`src/rtl/ber_pkg.sv`:
```
// Shared types and helpers for the PRBS BER checker and the matching TX PRBS generator.
// No logic of its own; everything here is constants, types and a pure function.
// Backpressure: not applicable.
package ber_pkg;

   // Default PRBS7 polynomial x^7 + x^6 + 1
   localparam int DEF_PRBS_LEN = 7;
   localparam int DEF_PRBS_TAP = 6;

   // Widest LFSR the shared shift helper supports (LEN must stay below this)
   localparam int PRBS_MAX_LEN = 32;

   typedef enum logic [1:0] {
      SEED   = 2'b00,
      VERIFY = 2'b01,
      LOCKED = 2'b10
   } ber_state_t;

   // One left shift of the LFSR with bit_in entering at the LSB
   function automatic logic [PRBS_MAX_LEN-1:0] prbs_next(input logic [PRBS_MAX_LEN-1:0] lfsr,
                                                         input logic                    bit_in);
      return (lfsr << 1) | PRBS_MAX_LEN'(bit_in);
   endfunction

endpackage

```
`src/rtl/prbs_lfsr.sv`:
```
// Fibonacci PRBS LFSR x^LEN + x^TAP + 1 with a load-bit / free-run select; shared with TX.
// pred is combinational from the register; the register updates on the edge after advance.
// Holds its state whenever advance is low.
module prbs_lfsr
   import ber_pkg::*;
#(
   parameter int LEN = DEF_PRBS_LEN,
   parameter int TAP = DEF_PRBS_TAP
) (
   input  logic           clock,
   input  logic           reset_n,
   input  logic           advance,
   input  logic           load_sel,
   input  logic           bit_in,
   output logic           pred,
   output logic [LEN-1:0] lfsr
);

   logic                    shift_bit;
   logic [PRBS_MAX_LEN-1:0] next_wide;
   logic                    unused_hi;

   assign pred      = lfsr[LEN-1] ^ lfsr[TAP-1];
   // load_sel=1 trains the register from the line, load_sel=0 lets it run on its own prediction
   assign shift_bit = load_sel ? bit_in : pred;
   assign next_wide = prbs_next(PRBS_MAX_LEN'(lfsr), shift_bit);
   assign unused_hi = ^next_wide[PRBS_MAX_LEN-1:LEN];

   // Shift register: advance one position per accepted bit
   always_ff @(posedge clock) begin
      if (!reset_n) begin
         lfsr <= '0;
      end else if (advance) begin
         lfsr <= next_wide[LEN-1:0];
      end
   end

endmodule

```
`config.mk`:
```
export PLATFORM = sky130hd
export DESIGN_NAME = prbs_lfsr
export DESIGN_NICKNAME = d
export VERILOG_FILES = /design/src/rtl/ber_pkg.sv /design/src/rtl/prbs_lfsr.sv
export SDC_FILE = /design/constraint.sdc
export NUM_CORES = 1
export LEC_CHECK = 0
export ABC_AREA = 1
export CORE_AREA = 4 4 41 43
export CTS_BUF_LIST = sky130_fd_sc_hd__clkbuf_2 sky130_fd_sc_hd__clkbuf_4 sky130_fd_sc_hd__clkbuf_8
export DETAILED_ROUTE_END_ITERATION = 12
export DIE_AREA = 0 0 45 47
export PLACE_DENSITY = 0.5
export SLEW_MARGIN = 20
export SYNTH_ARGS = -nofsm -noshare
export SYNTH_HDL_FRONTEND = slang
export SYNTH_SLANG_ARGS = --single-unit
export TNS_END_PERCENT = 50
```
`constraint.sdc`:
```
create_clock -name clock -period 0.97 [get_ports clock]
set_input_delay 0.194 -clock clock [delete_from_list [all_inputs] [get_ports clock]]
set_output_delay 0.194 -clock clock [all_outputs]
set_load 0.02 [all_outputs]
```
# Word level (Yosys, flattened, before mapping)
# Index checks and enable logic that the tools add are counted.
# totals
regBits	7
inputBits	5
out_inout_bits	8
wordCells	4
# op_classes
mux	1
bitwise	2
# op_table
cell	n
OR 7 x 1 -> 7 bit	1
2-to-1 mux 1 bit	1
bitwise XOR 1 bit	1

# Longest topological paths before layout
# depth
word_depth	3
mapped_depth	4
depth_no_buf	4

# Worst setup path before layout
# OpenSTA, ideal clock, no wires.
# synth_path
path_type	register -> output
from	register lfsr[5]
to	output pred
t_arrival_ns	0.833
slack_ns	-0.057
path_stages_with_launch	4
cell_sequence	dfxtp_1 inv_1 nand2_1 and2_1
# synth_via
elab_chain_len	1
# synth_lines
item	line_no	rtl
start, declared	prbs_lfsr.sv:16	output logic [LEN-1:0] lfsr
start signal, assigned	prbs_lfsr.sv:34	lfsr <= next_wide[LEN-1:0];
bitwise XOR 1 bit	prbs_lfsr.sv:23	assign pred = lfsr[LEN-1] ^ lfsr[TAP-1];
end, declared	prbs_lfsr.sv:15	output logic pred,
# Every way passes these cells.

# Final worst setup path
# layout_path
from	register lfsr[5]
to	output lfsr[5]
# No word-level cell between the ends.

==> impl_metrics.json <==
{
  "syn_nets": 39,
  "hold_viol_final": 0,
  "min-delay-start": "advance",
  "maxCapViolations": 0,
  "antenna_found_initial": 0,
  "status": "complete, but fails checks",
  "syn_to_final_growth_pct": 95.8,
  "path_class": "register to output pin",
  "cts_max_level": 1,
  "track_usage_pct": 8.39,
  "netlist_area_um2": 267,
  "holdPathEnd": "lfsr[1]",
  "cts_tree": "built",
  "nNetsFinal": 67,
  "clkTransAtPathRegs_ns": 0.05,
  "p_leak_nw": 0.253,
  "fmax_mhz": 889,
  "slew_viol_final": 0,
  "num_vias": 299,
  "worst_slack_ns": -0.155,
  "power.density_nw_per_um2": 1520,
  "postPlaceCellArea_um2": 475,
  "critPathCaptureType": "output pin",
  "worstReg2RegStart": "lfsr[5]",
  "drt_iter0_markers": 2,
  "layout_commonest_cell": "buf_4",
  "whs_path_depth": 3,
  "largest_register": "lfsr",
  "via_per_inst": 3.93,
  "rows": 13,
  "start_kind": "register",
  "power_switching_share_pct": 25.1,
  "ys.warnings.count": 0,
  "core_area_um2": 1300,
  "first_global_vias": 312,
  "die_w_um": 45,
  "cts_max_path_buffers": 2,
  "grt_start_max_net_pins": 8,
  "reg2reg_to": "lfsr[6]",
  "seqPwrFrac_pct": 40.6,
  "fin_crit_sh_pct": 116,
  "yosys_register_bits": 7,
  "syn_avg_cell_area_um2": 7.84,
  "max-slew-margin-rel_pct": 84.3,
  "wl_per_cell_um": 9.26,
  "drt_pass1_iterations": 2,
  "power.switching_w": 0.000198,
  "grt_overflow_total": 0,
  "pre_cts_slack_ns": -0.359,
  "utilization_pct": 40.1,
  "comb_power_share_pct": 23.1,
  "drt_wl_total_um": 704,
  "die_h_um": 47,
  "dieArea_um2": 2120,
  "yosysUniqueCellTypes": 11,
  "grt_first_pass_wirelength_mm": 1.21,
  "clock_latency_ns": 0.25,
  "hp-class": "input port to register",
  "largest_reg_flops": 7,
  "irDropWorstVdd_mv": 0.547,
  "worst_slew_pin_slew_ns": 0.234,
  "final_cell_mix": "12 x buf_4, 8 x nor2_1, 6 x o21ai_0",
  "layout_min_cycle_time_ns": 1.13,
  "clock_skew_ns": 0.00584,
  "antennaDiodeCount": 0,
  "postSynthCellCount": 34,
  "yosysSeqAreaShare_pct": 52.6,
  "violations": "negative setup slack",
  "initial_core_util_pct": 20.5,
  "ioPinCount": 13,
  "path_max_fanout": 3,
  "r2r_cells": 4,
  "post-dp-hpwl_um": 509,
  "setup_violations": 3,
  "required_ns": 0.78,
  "port_buffers": 12,
  "largestRegisters": "lfsr (7)",
  "cts_root_buf": "clkbuf_4",
  "design_area_um2": 522,
  "rsz0062_at_grt": "yes",
  "clockPowerShare_pct": 36.3,
  "clkSinkCount": 7,
  "drc": 0,
  "cts_buffers": 3,
  "internal_power_w": 0.000593,
  "arrival_ns": 0.93,
  "r2r_slack_ns": 0.16,
  "gp_congestion": 0.629,
  "drive_gt1_share_pct": 55.7,
  "ant_nets": 0
}
-- how the worst max path moves through the flow --
stage	start	endpoint	slack, ns	cells after the start
after floorplan	lfsr[5]	pred	0.03	3
after global placement	lfsr[5]	pred	-0.34	4
after detailed placement	lfsr[5]	pred	-0.36	4
after CTS	lfsr[5]	pred	-0.17	4
after global routing	lfsr[5]	pred	-0.21	4
final	lfsr[5]	lfsr[5]	-0.16	3
-- worst max-delay path, cell delays in order (launching register included) --
cell and delay (ns):
dfxtp_2 0.33, buf_4 0.13, buf_6 0.10, buf_6 0.12
-- power groups by stage --
| stage | clock network [W] | logic, W | registers (W) |
|---|---|---|---|
| 6_report | 0.000287 | 0.000183 | 0.000322 |
| 3_5_place_dp | 0 | 0.000174 | 0.000325 |
| 5_1_grt | 0.000323 | 0.000202 | 0.000323 |
| 4_1_cts | 0.000303 | 0.000176 | 0.000321 |
| 2_1_floorplan | 0 | 0.0000423 | 0.000349 |
| 3_3_place_gp | 0 | 0.000174 | 0.000324 |
-- layer usage --
layer,vias up,global-route usage [%],share of wire (%),routed length (um)
li1,165,-,-,-
met1,124,10.3,48,337
met2,10,11.0,43,303
met3,0,3.83,8.9,63
met4,0,7.02,0,0
met5,-,0,0,0
-- logic make-up (layout without fill, tap and decap cells) --
logic type,after synthesis,in the layout,share of synthesized area [%]
buffers and inverters,4,31,5.63
and+or+nand+nor,12,12,18.3
AOI/OAI and AO/OA,11,11,23.5
DFF,7,7,52.6
-- area by class of cell --
| class | instances | area (um^2) |
|---|---|---|
| multi-input combinational | 23 | 119 |
| tap | 15 | 18.8 |
| sequential | 7 | 144 |
| timing repair buffer | 23 | 195 |
| clock buffer | 4 | 30.0 |
| fill | 157 | 779 |
| inverter | 4 | 15.0 |
-- per-stage QoR --
| stage | hold slack [ns] | total power [W] | setup TNS (ns) | instances |
|---|---|---|---|---|
| after floorplan | 0.280 | 0.000392 | 0 | 34 |
| after global placement | 0.510 | 0.000499 | -3.13 | 70 |
| after detailed placement | 0.501 | 0.000498 | -3.12 | 70 |
| after CTS | 0.500 | 0.000799 | -0.308 | 75 |
| after global routing | 0.530 | 0.000848 | -0.490 | 76 |
| final | 0.493 | 0.000791 | -0.365 | 76 |
-- what timing repair did --
item / 4_1_cts / 5_1_grt
pin swaps: 1 / 0
endpoints found under the setup margin: 9 / 6
gates resized for setup: 45 / 5
hold buffers: 0 / 0
hold endpoints to repair: 0 / 0
buffers inserted: 1 / 1
-- cells in the mapped netlist --
master | n | area (um^2)
a21oi_1 | 3 | 15.0
a21oi_2 | 1 | 8.76
and2_1 | 1 | 6.26
dfxtp_1 | 7 | 140
inv_1 | 3 | 11.3
inv_2 | 1 | 3.75
nand2_1 | 2 | 7.51
nand3_1 | 1 | 5.00
nor2_1 | 8 | 30.0
o21ai_0 | 6 | 30.0
o21ai_2 | 1 | 8.76
Note: power is estimated with default switching activity, not from simulation.
